**config.mk**
```make
export PLATFORM = sky130hd
export DESIGN_NAME = alu_ctrl_seq_flat
export DESIGN_NICKNAME = d
export VERILOG_FILES = /design/src/rtl/alu_ctrl_pkg.sv /design/src/rtl/alu_ctrl_seq_if.sv /design/src/rtl/alu_op_decode.sv /design/src/rtl/alu_ctrl_seq.sv /design/src/flat_wrapper.sv
export SDC_FILE = /design/constraint.sdc
export NUM_CORES = 1
export LEC_CHECK = 0
export CAP_MARGIN = 20
export CORE_MARGIN = 1.5
export CORE_UTILIZATION = 48
export DETAILED_ROUTE_END_ITERATION = 16
export HOLD_SLACK_MARGIN = 0.1
export PLACE_DENSITY = 0.79
export SETUP_SLACK_MARGIN = 0.3
export SLEW_MARGIN = 20
export SYNTH_ARGS = -nofsm -noshare
export SYNTH_HDL_FRONTEND = slang
export SYNTH_SLANG_ARGS = --single-unit
export TNS_END_PERCENT = 30
```
**constraint.sdc**
```tcl
create_clock -name clk -period 2 [get_ports clk]
set_input_delay 0.6 -clock clk [delete_from_list [all_inputs] [get_ports clk]]
set_output_delay 0.6 -clock clk [all_outputs]
set_load 0.05 [all_outputs]
```
**src/rtl/alu_ctrl_pkg.sv**
```systemverilog
// Shared types and encodings for the ALU control sequencer.
// Holds the FSM state type, ALUOp class codes, Funct7 patterns and
// the full 5-bit Operation code map (base ALU/branch ops plus RV32M ops).
package alu_ctrl_pkg;

  typedef enum logic [1:0] {IDLE, BUSY, DONE} state_t;

  localparam logic [1:0] ALUOP_MEM = 2'b00;  // LW/SW/AUIPC
  localparam logic [1:0] ALUOP_BR  = 2'b01;  // branches
  localparam logic [1:0] ALUOP_RI  = 2'b10;  // R/I-type arithmetic
  localparam logic [1:0] ALUOP_JL  = 2'b11;  // JAL/LUI

  localparam logic [6:0] FUNCT7_BASE = 7'b0000000;
  localparam logic [6:0] FUNCT7_ALT  = 7'b0100000;
  localparam logic [6:0] FUNCT7_MEXT = 7'b0000001;

  localparam logic [4:0] OP_ADD    = 5'b00000;
  localparam logic [4:0] OP_SUB    = 5'b00001;
  localparam logic [4:0] OP_XOR    = 5'b00010;
  localparam logic [4:0] OP_OR     = 5'b00011;
  localparam logic [4:0] OP_AND    = 5'b00100;
  localparam logic [4:0] OP_SLT    = 5'b00101;
  localparam logic [4:0] OP_SRA    = 5'b00110;
  localparam logic [4:0] OP_SRL    = 5'b00111;
  localparam logic [4:0] OP_SLL    = 5'b01000;
  localparam logic [4:0] OP_BNE    = 5'b01010;
  localparam logic [4:0] OP_BLT    = 5'b01011;
  localparam logic [4:0] OP_BGE    = 5'b01100;
  localparam logic [4:0] OP_BEQ    = 5'b01101;
  localparam logic [4:0] OP_MUL    = 5'b10000;
  localparam logic [4:0] OP_MULH   = 5'b10001;
  localparam logic [4:0] OP_MULHSU = 5'b10010;
  localparam logic [4:0] OP_MULHU  = 5'b10011;
  localparam logic [4:0] OP_DIV    = 5'b10100;
  localparam logic [4:0] OP_DIVU   = 5'b10101;
  localparam logic [4:0] OP_REM    = 5'b10110;
  localparam logic [4:0] OP_REMU   = 5'b10111;

endpackage

```
**src/rtl/alu_ctrl_seq_if.sv**
```systemverilog
// Decode request / result bus of the ALU control sequencer.
//   in_valid/in_ready + ALUOp/Funct7/Funct3 : decode request
//   out_valid/out_ready + Operation/illegal  : decoded result
//   busy, mc_start                           : multi-cycle status to pipeline / mul-div unit
// master = requester/consumer side, slave = sequencer side.
interface alu_ctrl_seq_if #(
  parameter int unsigned OP_W = 5
);
  logic            in_valid;
  logic            in_ready;
  logic [1:0]      ALUOp;
  logic [6:0]      Funct7;
  logic [2:0]      Funct3;
  logic            out_valid;
  logic            out_ready;
  logic [OP_W-1:0] Operation;
  logic            illegal;
  logic            busy;
  logic            mc_start;

  modport master (
    output in_valid, ALUOp, Funct7, Funct3, out_ready,
    input  in_ready, out_valid, Operation, illegal, busy, mc_start
  );

  modport slave (
    input  in_valid, ALUOp, Funct7, Funct3, out_ready,
    output in_ready, out_valid, Operation, illegal, busy, mc_start
  );
endinterface

```
**src/rtl/alu_op_decode.sv**
```systemverilog
// Combinational ALUOp/Funct3/Funct7 -> Operation decoder.
// Ports: alu_op, funct3, funct7 in; op (OP_W), illegal, is_mul, is_div out.
// Undefined combinations decode to op=0 with illegal=1; RV32M ops are
// illegal when M_EXT=0.
module alu_op_decode
  import alu_ctrl_pkg::*;
#(
  parameter int unsigned OP_W  = 5,
  parameter bit          M_EXT = 1'b1
) (
  input  logic [1:0]      alu_op,
  input  logic [2:0]      funct3,
  input  logic [6:0]      funct7,
  output logic [OP_W-1:0] op,
  output logic            illegal,
  output logic            is_mul,
  output logic            is_div
);

  logic [4:0] op_full;
  logic       bad;

  always_comb begin
    op_full = OP_ADD;
    bad     = 1'b0;
    is_mul  = 1'b0;
    is_div  = 1'b0;
    case (alu_op)
      ALUOP_MEM, ALUOP_JL: op_full = OP_ADD;
      ALUOP_BR: begin
        case (funct3)
          3'b000:  op_full = OP_BEQ;
          3'b001:  op_full = OP_BNE;
          3'b100:  op_full = OP_BLT;
          3'b101:  op_full = OP_BGE;
          default: bad = 1'b1;
        endcase
      end
      ALUOP_RI: begin
        if (funct7 == FUNCT7_MEXT) begin
          if (M_EXT) begin
            // M op codes are OP_MUL with Funct3 in the low bits; Funct3[2] splits mul/div.
            op_full = OP_MUL | {2'b00, funct3};
            is_mul  = !funct3[2];
            is_div  = funct3[2];
          end else begin
            bad = 1'b1;
          end
        end else if (funct7 == FUNCT7_BASE) begin
          case (funct3)
            3'b000:  op_full = OP_ADD;
            3'b001:  op_full = OP_SLL;
            3'b010:  op_full = OP_SLT;
            3'b100:  op_full = OP_XOR;
            3'b101:  op_full = OP_SRL;
            3'b110:  op_full = OP_OR;
            3'b111:  op_full = OP_AND;
            default: bad = 1'b1;
          endcase
        end else if (funct7 == FUNCT7_ALT) begin
          case (funct3)
            3'b000:  op_full = OP_SUB;
            3'b101:  op_full = OP_SRA;
            default: bad = 1'b1;
          endcase
        end else begin
          bad = 1'b1;
        end
      end
    endcase
    if (bad) op_full = OP_ADD;
  end

  assign op      = op_full[OP_W-1:0];
  assign illegal = bad;

endmodule

```
**src/rtl/alu_ctrl_seq.sv**
```systemverilog
// ALU control sequencer: registers the decoded Operation behind a
// valid/ready handshake with a single output buffer, and sequences
// multi-cycle RV32M ops with a latency counter.
// Ports: clk, reset (sync, active-high), flush (drop in-flight op),
//        bus (alu_ctrl_seq_if.slave): request, result, busy, mc_start.
module alu_ctrl_seq
  import alu_ctrl_pkg::*;
#(
  parameter int unsigned OP_W    = 5,
  parameter bit          M_EXT   = 1'b1,
  parameter int unsigned MUL_LAT = 3,
  parameter int unsigned DIV_LAT = 32,
  parameter int unsigned CNT_W   = $clog2(DIV_LAT + 1)
) (
  input  logic           clk,
  input  logic           reset,
  input  logic           flush,
  alu_ctrl_seq_if.slave  bus
);

  state_t          state_q, state_d;
  logic [CNT_W-1:0] cnt_q, cnt_d;
  logic [OP_W-1:0] op_q, op_d;
  logic            illegal_q, illegal_d;
  logic            out_valid_q, out_valid_d;
  logic            busy_q, busy_d;
  logic            mc_start_q, mc_start_d;

  logic [OP_W-1:0] dec_op;
  logic            dec_illegal, dec_mul, dec_div;
  logic            accept;

  alu_op_decode #(
    .OP_W  (OP_W),
    .M_EXT (M_EXT)
  ) u_dec (
    .alu_op  (bus.ALUOp),
    .funct3  (bus.Funct3),
    .funct7  (bus.Funct7),
    .op      (dec_op),
    .illegal (dec_illegal),
    .is_mul  (dec_mul),
    .is_div  (dec_div)
  );

  // A held result blocks acceptance; when the consumer takes it this cycle
  // the next request is accepted on the same edge.
  assign bus.in_ready = !reset && !flush && !busy_q && !(out_valid_q && !bus.out_ready);
  assign accept       = bus.in_valid && bus.in_ready;

  always_comb begin
    state_d     = state_q;
    cnt_d       = cnt_q;
    op_d        = op_q;
    illegal_d   = illegal_q;
    out_valid_d = out_valid_q;
    busy_d      = busy_q;
    mc_start_d  = 1'b0;
    if (flush) begin
      state_d     = IDLE;
      cnt_d       = '0;
      out_valid_d = 1'b0;
      busy_d      = 1'b0;
    end else begin
      case (state_q)
        BUSY: begin
          cnt_d = cnt_q - CNT_W'(1);
          if (cnt_q == CNT_W'(1)) begin
            state_d     = DONE;
            busy_d      = 1'b0;
            out_valid_d = 1'b1;
          end
        end
        DONE: begin
          if (bus.out_ready) begin
            state_d     = IDLE;
            out_valid_d = 1'b0;
          end
        end
        default: ;
      endcase
      // Acceptance overrides the DONE->IDLE return for back-to-back ops.
      if (accept) begin
        op_d      = dec_op;
        illegal_d = dec_illegal;
        if (dec_mul || dec_div) begin
          state_d     = BUSY;
          busy_d      = 1'b1;
          mc_start_d  = 1'b1;
          out_valid_d = 1'b0;
          cnt_d       = dec_mul ? CNT_W'(MUL_LAT) : CNT_W'(DIV_LAT);
        end else begin
          state_d     = DONE;
          out_valid_d = 1'b1;
        end
      end
    end
  end

  always_ff @(posedge clk) begin
    if (reset) begin
      state_q     <= IDLE;
      cnt_q       <= '0;
      op_q        <= '0;
      illegal_q   <= 1'b0;
      out_valid_q <= 1'b0;
      busy_q      <= 1'b0;
      mc_start_q  <= 1'b0;
    end else begin
      state_q     <= state_d;
      cnt_q       <= cnt_d;
      op_q        <= op_d;
      illegal_q   <= illegal_d;
      out_valid_q <= out_valid_d;
      busy_q      <= busy_d;
      mc_start_q  <= mc_start_d;
    end
  end

  assign bus.Operation = op_q;
  assign bus.illegal   = illegal_q;
  assign bus.out_valid = out_valid_q;
  assign bus.busy      = busy_q;
  assign bus.mc_start  = mc_start_q;

endmodule

```
**src/flat_wrapper.sv**
```systemverilog
// flat-port wrapper written by rule: the top's interface ports become plain ports
module alu_ctrl_seq_flat import alu_ctrl_pkg::*;
#(
  parameter int unsigned OP_W    = 5,
  parameter bit          M_EXT   = 1'b1,
  parameter int unsigned MUL_LAT = 3,
  parameter int unsigned DIV_LAT = 32,
  parameter int unsigned CNT_W   = $clog2(DIV_LAT + 1)
)
  (clk, reset, flush, bus_in_valid, bus_ALUOp, bus_Funct7, bus_Funct3, bus_out_ready, bus_in_ready, bus_out_valid, bus_Operation, bus_illegal, bus_busy, bus_mc_start);
  alu_ctrl_seq_if #(.OP_W(OP_W)) bus_i ();
  input  logic clk;
  input  logic reset;
  input  logic flush;
  input wire logic [$bits(bus_i.in_valid)-1:0] bus_in_valid;
  input wire logic [$bits(bus_i.ALUOp)-1:0] bus_ALUOp;
  input wire logic [$bits(bus_i.Funct7)-1:0] bus_Funct7;
  input wire logic [$bits(bus_i.Funct3)-1:0] bus_Funct3;
  input wire logic [$bits(bus_i.out_ready)-1:0] bus_out_ready;
  output wire logic [$bits(bus_i.in_ready)-1:0] bus_in_ready;
  output wire logic [$bits(bus_i.out_valid)-1:0] bus_out_valid;
  output wire logic [$bits(bus_i.Operation)-1:0] bus_Operation;
  output wire logic [$bits(bus_i.illegal)-1:0] bus_illegal;
  output wire logic [$bits(bus_i.busy)-1:0] bus_busy;
  output wire logic [$bits(bus_i.mc_start)-1:0] bus_mc_start;
  assign bus_i.in_valid = bus_in_valid;
  assign bus_i.ALUOp = bus_ALUOp;
  assign bus_i.Funct7 = bus_Funct7;
  assign bus_i.Funct3 = bus_Funct3;
  assign bus_i.out_ready = bus_out_ready;
  assign bus_in_ready = bus_i.in_ready;
  assign bus_out_valid = bus_i.out_valid;
  assign bus_Operation = bus_i.Operation;
  assign bus_illegal = bus_i.illegal;
  assign bus_busy = bus_i.busy;
  assign bus_mc_start = bus_i.mc_start;
  alu_ctrl_seq #(.OP_W(OP_W), .M_EXT(M_EXT), .MUL_LAT(MUL_LAT), .DIV_LAT(DIV_LAT), .CNT_W(CNT_W)) u_core (.clk(clk), .reset(reset), .flush(flush), .bus(bus_i));
endmodule
```
==> impl_metrics.csv, run 1 <==
group,metric,value,unit
synth,yosysTopAreaCell,"dfxtp_1",
setup_path,worstPathMaxFanout,2,
floorplan,die_y,50.0,um
synth,synth-edff-count,0,
power_and_ir_drop,pwr-share-clk,31.1,%
clock_network,cts.path.max_buffers,2,
detailed_routing,drtIter0Drc,18,
synth,synth-seq-area-share,30.2,%
global_routing,antenna_found_initial,0,
clock_network,cts_buffers,3,
floorplan,ios,27,
power_and_ir_drop,seq_power_share,45.6,%
job,maxCapViolations,0,
sta,grt_setup_unrepaired,"yes",
floorplan,core-area,2020,um^2
layout,synthToLayoutAreaGrowth,50.2,%
clock_network,cts_tree,"yes",
synth,ys_types,42,
power_and_ir_drop,swShare,27.4,%
place,port_buffers,26,
floorplan,placementRows,16,
place,globalplace.congestion,0.888,
synth,netlist.area_leader.share,30.2,%
setup_path,criticalPathCategory,"in -> out",
synth,synth_area_per_cell,8.63,um^2
place,placedCellCount,194,
layout,nets,199,
detailed_routing,drt-wirelength-per-cell,14.7,um
clock_network,cts_root_buf,"clkbuf_4",
clock_network,cts.sinks,16,
global_routing,grt_pass1_vias,1163,
synth,synth.yosys.warnings,0,
power_and_ir_drop,p_sw,192,uW
sta,tightest_slew,0.325,ns
sta,setup-violations-final,0,
synth,ys_ff_latch,16,
setup_path,crit_arrival,1.24,ns
setup_path,cp_data_required_time,1.40,ns
outcome,outcome,"complete, no violations",
detailed_routing,ant_nets,0,
power_and_ir_drop,total_power,701,uW
detailed_routing,drc,0,
setup_path,worst_setup_path_start_kind,"input pin",
sta,finalCritPeriodShare,91.8,%
synth,synth_commonest_cells,"16 x dfxtp_1, 14 x nor2_1, 12 x nand2_1",
detailed_routing,drtPass1Iterations,4,
synth,synth_top_cells_by_area,"dfxtp_1 30%, nor2_1 5.0%, ha_1 4.7%",
sta,max_slew_margin,78.2,%
clock_network,h-tree-depth,1,
global_routing,grt_max_degree,10,
detailed_routing,routed_wl,2.99,mm
worst_hold_path,holdCritPathClass,"reg -> reg",
synth,synth_nets,144,
sta,fin_crit,1.84,ns
sta,fmax,545,MHz
place,dp_hpwl,2.13,mm
detailed_routing,vias_per_cell,5.59,
floorplan,start_util,52.5,%
floorplan,die-area,2500,um^2
synth,ys.flop_type,"dfxtp_1",
layout,diodes,0,
setup_path,worst_setup_path_end_kind,"output port",
synth,synth_most_common_cell,"dfxtp_1",
detailed_routing,vias,1140,
floorplan,die_w,50.0,um
power_and_ir_drop,p_int,509,uW
clock_network,clkTransAtPathRegs,0.10,ns
layout,drive_above_1_share,39.0,%
global_routing,overflow,0,
layout,final-instance-count-excl-fill,204,
power_and_ir_drop,ir_drop,0.000288,V
power_and_ir_drop,pwr-share-comb,23.2,%
sta,finClkSkew,0.00250,ns
synth,ys_async_sr_fraction,0,%
sta,drv_slew,0,
global_routing,track_usage,26.4,%
clock_network,clk_latency,0.29,ns
power_and_ir_drop,power_density,440,nW/um^2
global_routing,grt_pass1_wl,5.04,mm
power_and_ir_drop,p_leak,0.000680,uW
sta,hold_viol_final,0,
synth,syn_area,1060,um^2
synth,synthCells,123,
## repair_timing
action | in CTS | in global routing
resized for setup | 46 | 12
endpoints found under the setup margin | 16 | 13
cloned | 1 | 0
hold endpoints to repair | 0 | 0
pin swaps | 10 | 5
buffers inserted | 4 | 1
hold buffers | 0 | 0
## routing by layer
layer,GRT usage [%],vias to the layer above,share of wire (%)
met3,2.42,7,4.3
met2,48.7,42,54
li1,-,555,-
met5,0,-,0
met4,13.0,0,2.1
met1,29.7,536,39
## cells by family after synthesis
kind of cell / after synthesis / synth area share, %
AOI/OAI and AO/OA: 34 / 21.8
xor gates and xnor gates: 6 / 4.95
adders and majority gates: 4 / 4.72
buffers and inverters: 12 / 5.42
DFF: 16 / 30.2
and+or+nand+nor: 51 / 32.9
## final cells by class
cell class,instances,area (um^2)
well taps,27,33.8
fillers,137,428
inverters,9,33.8
repair buffers,53,428
flip-flops and latches,16,324
clock buffers,4,36.3
multi-input cells,95,738
## stage by stage
step	setup WS (ns)	TNS, ns	util [%]	cell area, um^2	hold slack [ns]
final	0.164	0	78.8	1590	0.460
after floorplan	-0.0686	-0.232	-	1060	0.458
after global routing	0.131	0	78.8	1590	0.501
after global placement	-0.302	-3.38	73.1	1480	0.438
after CTS	0.0875	0	78.3	1580	0.464
after detailed placement	-0.358	-3.78	73.1	1480	0.450
## power by group through the flow
stage | combinational, uW | sequential (uW) | clock (uW)
2_1_floorplan | 59.0 | 334 | 0
3_3_place_gp | 148 | 329 | 0
3_5_place_dp | 152 | 329 | 0
4_1_cts | 157 | 320 | 220
5_1_grt | 174 | 320 | 239
6_report | 163 | 320 | 218
## path summary, 6_finish.rpt
path | startpoint | endpoint | slack, ns | cells past startpoint
min reg2reg | u_core.bus.illegal$_SDFFE_PP0P_ | u_core.bus.illegal$_SDFFE_PP0P_ | 0.46 | 2
min | u_core.bus.illegal$_SDFFE_PP0P_ | u_core.bus.illegal$_SDFFE_PP0P_ | 0.46 | 2
max | flush | bus_in_ready | 0.16 | 4
max reg2reg | u_core.bus.out_valid$_SDFFE_PP0P_ | u_core.bus.out_valid$_SDFFE_PP0P_ | 0.46 | 6
## registers in the layout, indices dropped and copies added (netlist names)
name / count
u_core.bus.busy: 1
u_core.bus.out_valid: 1
u_core.bus.mc_start: 1
u_core.state_q: 1
u_core.cnt_q: 6
u_core.bus.illegal: 1
u_core.bus.Operation: 5
## critical path: stages
cell    delay [ns]
buf_8         0.10
nor4_4        0.24
buf_4         0.16
buf_12        0.13
## placed cells by master (no fill, tap or decap), types with 4 or more instances in the layout
master | netlist | routed
a21oi_1 | 7 | 7
buf_4 | 1 | 34
dfxtp_1 | 16 | 15
dlygate4sd2_1 | 0 | 6
inv_1 | 8 | 8
nand2_1 | 12 | 11
nor2_1 | 14 | 13
o21ai_0 | 6 | 4
o21ai_1 | 3 | 5
xnor2_1 | 4 | 4
Power figures use the tool's default switching activity.
==> run 2, diff against run 1 <==
MAX_ROUTING_LAYER = met4   (was not set)
RECOVER_POWER = 25   (was not set)
==> run 2 against run 1 <==
Against the previous run:
- die area stayed put
- worst setup slack hardly changed
- critical path depth stayed put
- core utilization is 1.1 points lower
- count of clock-buffer cells in the layout stayed put
- largest cell class unchanged
- register-to-register slack worse by 0.16 ns
- critical path type unchanged
- highest routed layer unchanged
==> impl_metrics.csv, run 2 (synthesis results as in run 1) <==
group,metric,value,unit
job,maxCapViolations,0,
global_routing,grt_max_degree,10,
layout,largest_reg_flops,6,
sta,hold_viol_final,0,
clock_network,h-tree-depth,1,
global_routing,antenna_found_initial,0,
worst_hold_path,holdCritPathClass,"reg -> reg",
layout,final-instance-count-excl-fill,204,
detailed_routing,routed_wl,2.98,mm
clock_network,cts-hold-fix-buffers,0,
sta,max_slew_margin,59.9,%
layout,layout_commonest_cell,"buf_4",
floorplan,core-area,2020,um^2
place,globalplace.congestion,0.903,
setup_path,worstPathMaxFanout,2,
clock_network,cts.path.max_buffers,2,
layout,nets,199,
place,dp_hpwl,2.13,mm
global_routing,overflow,0,
outcome,outcome,"complete, no violations",
place,placedCellCount,194,
power_and_ir_drop,power_density,445,nW/um^2
power_and_ir_drop,ir_drop,0.000286,V
clock_network,cts_tree,"yes",
layout,drive_above_1_share,36.2,%
sta,finClkSkew,0.00399,ns
sta,fmax,545,MHz
sta,finalCritPeriodShare,91.8,%
clock_network,clk_latency,0.29,ns
global_routing,grt_pass1_vias,1163,
sta,tightest_slew,0.605,ns
floorplan,die_w,50.0,um
floorplan,die-area,2500,um^2
layout,top_register,"u_core.cnt_q",
detailed_routing,drtPass1Iterations,4,
sta,setup-violations-final,0,
setup_path,critPathSlowestCell,"nor4_4",
sta,drv_slew,0,
sta,hold_ws,0.458,ns
sta,fin_setup_tns,0,ns
detailed_routing,drtIter0Drc,18,
layout,final_util,77.8,%
place,port_buffers,26,
layout,layout_common_cells,"30 x buf_4, 15 x dfxtp_1, 13 x nor2_1",
clock_network,cts.sinks,16,
setup_path,cp_data_required_time,1.40,ns
detailed_routing,ant_nets,0,
clock_network,cts_root_buf,"clkbuf_4",
detailed_routing,vias,1143,
detailed_routing,drt-wirelength-per-cell,14.6,um
floorplan,start_util,52.5,%
power_and_ir_drop,total_power,700,uW
detailed_routing,drc,0,
floorplan,ios,27,
setup_path,crit_chain,"buf_8 > nor4_4 > buf_4 > buf_12",
setup_path,worst_setup_path_start_kind,"input pin",
setup_path,slowest_delay,0.24,ns
sta,fin_crit,1.84,ns
global_routing,grt_pass1_wl,5.04,mm
detailed_routing,vias_per_cell,5.60,
floorplan,placementRows,16,
setup_path,worst_setup_path_end_kind,"output port",
sta,grt_setup_unrepaired,"yes",
setup_path,criticalPathCategory,"in -> out",
layout,synthToLayoutAreaGrowth,48.2,%
floorplan,die_y,50.0,um
clock_network,clkTransAtPathRegs,0.10,ns
global_routing,track_usage,27.1,%
setup_path,crit_arrival,1.24,ns
layout,diodes,0,
clock_network,cts_buffers,3,
power_and_ir_drop,p_leak,0.000660,uW
run 2: final cells by class:
type	instances	area, um^2
tap	27	33.8
clock buffer	4	36.3
timing repair buffer	53	413
sequential	16	324
inverter	9	33.8
multi-input combinational	95	732
fill	144	449
run 2: worst max-delay path: cells and delay by family:
family	cells	cell delay, ns
buf+inv	3	0.39
simple gates	1	0.24
run 2: what timing repair did:
action / CTS / global route
resized for setup: 46 / 12
setup endpoints to repair: 16 / 13
setup buffers: 4 / 1
gates cloned: 1 / 0
pin swaps: 10 / 5
run 2: worst paths after layout:
kind | slack, ns | cells after the start | end | start
max reg2reg | 0.30 | 6 | u_core.bus.out_valid$_SDFFE_PP0P_ | u_core.bus.out_valid$_SDFFE_PP0P_
min reg2reg | 0.46 | 2 | u_core.bus.illegal$_SDFFE_PP0P_ | u_core.bus.illegal$_SDFFE_PP0P_
max | 0.16 | 4 | bus_in_ready | flush
min | 0.46 | 2 | u_core.bus.illegal$_SDFFE_PP0P_ | u_core.bus.illegal$_SDFFE_PP0P_
run 2: layer usage:
layer  vias to the layer above  wire length [um]  global-route usage, %
li1                        553                 -                      -
met1                       537              1160                   29.7
met2                        45              1610                   48.7
met3                         8               148                   2.42
met4                         0                64                   13.0
met5                         -                 0                      -
run 2: stage by stage:
step | area (um^2) | setup WS [ns]
2_1_floorplan | 1060 | -0.0686
3_3_place_gp | 1480 | -0.302
3_5_place_dp | 1480 | -0.358
4_1_cts | 1580 | 0.0875
5_1_grt | 1570 | 0.0907
6_report | 1570 | 0.164
run 2: power by group:
part           total (uW)  leakage, uW  switching, uW  internal, uW
Sequential            320     0.000130          0.884           319
Clock                 218    0.0000210            107           111
Combinational         162     0.000510           83.3          78.6
Total                 700     0.000660            191           509
==> run 3, diff against run 2 <==
ABC_AREA = 1   (was not set)
GPL_ROUTABILITY_DRIVEN = 0   (was not set)
PLACE_DENSITY = 0.78   (was 0.79)
==> run 3 against run 2 <==
Against the previous run:
- first-iteration DRC count rose by 83%
- clock skew is essentially flat
- register-to-register slack improved by 0.25 ns
- total power decreased by 1.7%
- critical endpoint unchanged
- die area grew 3.4%
- clock power down 3%
- via count increased by 7.8%
- core utilization fell by 3.8 points
==> impl_metrics.csv, run 3 <==
group,metric,value,unit
synth,yosysTopAreaCell,"dfxtp_1",
sta,tightest_slew,0.597,ns
synth,synth_most_common_cell,"nand2_1",
layout,layout_commonest_cell,"nand2_1",
power_and_ir_drop,p_leak,0.000756,uW
detailed_routing,vias_per_cell,4.97,
floorplan,placementRows,17,
power_and_ir_drop,swShare,27.1,%
synth,ys_async_sr_fraction,0,%
synth,synth-seq-area-share,29.1,%
floorplan,start_util,50.2,%
sta,drv_slew,0,
clock_network,cts-hold-fix-buffers,0,
place,dp_hpwl,2.01,mm
floorplan,die-area,2590,um^2
synth,synth_commonest_cells,"37 x nand2_1, 30 x inv_1, 30 x nor2_1",
setup_path,worst_setup_path_start_kind,"input pin",
synth,syn_area,1100,um^2
worst_hold_path,min_from,"u_core.bus.Operation[3]$_SDFFE_PP0P_",
sta,grt_setup_unrepaired,"yes",
synth,ys_ff_latch,16,
detailed_routing,dr_wl_met2,1.44,mm
power_and_ir_drop,p_sw,187,uW
clock_network,cts.sinks,16,
job,maxCapViolations,0,
setup_path,crit_arrival,1.14,ns
clock_network,h-tree-depth,1,
layout,largest_reg_flops,6,
setup_path,cp_data_required_time,1.40,ns
detailed_routing,ant_nets,0,
floorplan,ios,27,
synth,ys_types,27,
place,port_buffers,26,
clock_network,cts_buffers,3,
synth,synth-edff-count,0,
sta,hold_viol_final,0,
clock_network,cts.path.max_buffers,2,
setup_path,criticalPathCategory,"in -> out",
detailed_routing,routed.top_layer,"met4",
synth,synth_area_per_cell,6.28,um^2
power_and_ir_drop,p_int,501,uW
layout,drive_above_1_share,30.9,%
detailed_routing,drc,0,
layout,top_register,"u_core.cnt_q",
layout,layout_common_cells,"30 x nand2_1, 26 x inv_1, 23 x nor2_1",
place,placedCellCount,241,
global_routing,overflow,0,
layout,nets,242,
global_routing,grt_pass1_wl,4.54,mm
clock_network,clk_latency,0.29,ns
sta,max_slew_margin,60.4,%
synth,synth_nets,196,
global_routing,grt_pass1_vias,1162,
layout,final-instance-count-excl-fill,248,
synth,ys.flop_type,"dfxtp_1",
sta,fmax,573,MHz
layout,fillCellCount,179,
global_routing,antenna_found_initial,0,
sta,finalCritPeriodShare,87.2,%
detailed_routing,vias,1232,
worst_hold_path,holdCritPathClass,"reg -> reg",
global_routing,grt_max_degree,10,
global_routing,track_usage,24.2,%
synth,synth.yosys.warnings,0,
power_and_ir_drop,ir_drop,0.000448,V
detailed_routing,drt-met1-wl,1.15,mm
setup_path,worstSetupStartpoint,"flush",
setup_path,worst_setup_path_end_kind,"output port",
power_and_ir_drop,seq_power_share,46.7,%
setup_path,worstPathMaxFanout,2,
detailed_routing,wl_met3,145,um
layout,regArea,323,um^2
outcome,outcome,"complete, no violations",
synth,synth_top_cells_by_area,"dfxtp_1 29%, nand2_1 13%, inv_1 10%",
layout,multiInputGateArea,724,um^2
power_and_ir_drop,pwr-share-clk,30.7,%
synth,synthCells,175,
detailed_routing,routed_wl,2.78,mm
detailed_routing,drt-wirelength-per-cell,11.2,um
clock_network,cts_root_buf,"clkbuf_4",
clock_network,cts_tree,"yes",
layout,diodes,0,
floorplan,die_y,50.9,um
synth,netlist.area_leader.share,29.1,%
power_and_ir_drop,power_density,424,nW/um^2
floorplan,core-area,2190,um^2
sta,finClkSkew,0.00384,ns
layout,synthToLayoutAreaGrowth,47.4,%
detailed_routing,drtIter0Drc,33,
power_and_ir_drop,pwr-share-comb,22.6,%
setup_path,r2r-start,"u_core.state_q[0]$_SDFFE_PP0P_",
floorplan,die_w,50.9,um
sta,hold_ws,0.465,ns
detailed_routing,drtPass1Iterations,4,
clock_network,clkTransAtPathRegs,0.09,ns
sta,setup-violations-final,0,
sta,fin_crit,1.74,ns
## run 3: cell types whose count changed after synthesis, moves of 8 or more
cell,delta
inv_1,+22
nand3_1,+8
nand2_1,+25
nor2_1,+16
## run 3: area by class of cell
| type | count | area share (%) |
|---|---|---|
| flip-flops and latches | 16 | 19.9 |
| well taps | 28 | 2.16 |
| repair buffers | 44 | 22.5 |
| inverters | 36 | 8.56 |
| clock buffers | 4 | 2.24 |
| multi-input cells | 120 | 44.7 |
## run 3: power by group through the flow
stage / combinational, uW / clock [uW] / sequential (uW)
finish: 155 / 211 / 321
global route: 169 / 235 / 321
CTS: 141 / 217 / 321
detailed placement: 137 / 0 / 328
global placement: 134 / 0 / 328
floorplan: 61.8 / 0 / 333
## run 3: path summary, 6_finish.rpt
path | slack, ns | endpoint | cells after the start
worst max register to register | 0.55 | u_core.bus.out_valid$_SDFFE_PP0P_ | 9
worst min register to register | 0.47 | u_core.bus.Operation[3]$_SDFFE_PP0P_ | 2
worst max-delay path | 0.26 | bus_in_ready | 5
worst min-delay path | 0.47 | u_core.bus.Operation[3]$_SDFFE_PP0P_ | 2
## run 3: critical path, cell delays in order
cell	delay (ns)
buf_6	0.10
nor2_4	0.13
nand3_4	0.10
clkinvlp_4	0.09
buf_12	0.13
## run 3: cell families after synthesis
| kind of cell | after synthesis | share of synthesized area [%] |
|---|---|---|
| and+or+nand+nor | 89 | 37.3 |
| adders and majority gates | 4 | 4.55 |
| buffers and inverters | 39 | 14.2 |
| xor gates and xnor gates | 4 | 3.19 |
| AOI/OAI and AO/OA | 23 | 11.6 |
| DFF | 16 | 29.1 |
## run 3: per-layer routing
| layer | vias up | track usage (%) |
|---|---|---|
| met3 | 4 | 7.02 |
| met2 | 45 | 42.3 |
| met1 | 552 | 24.9 |
| met4 | 0 | 11.7 |
| li1 | 631 | - |
| met5 | - | - |
## run 3: stage by stage
stage               utilization (%)  cell area [um^2]  setup TNS (ns)  setup WS (ns)  power, uW
finish                         74.0              1620               0          0.256        688
global placement               67.6              1480          -0.667         -0.187        463
global route                   74.0              1620               0          0.215        726
CTS                            71.3              1560               0          0.233        679
detailed placement             67.6              1480           -1.27         -0.189        465
floorplan                         -              1110               0          0.306        395
## run 3: repair_timing
action	4_1_cts	5_1_grt
pin swaps	11	11
hold endpoints to repair	0	0
setup buffers	2	1
gates resized for setup	37	22
setup endpoints to repair	14	12
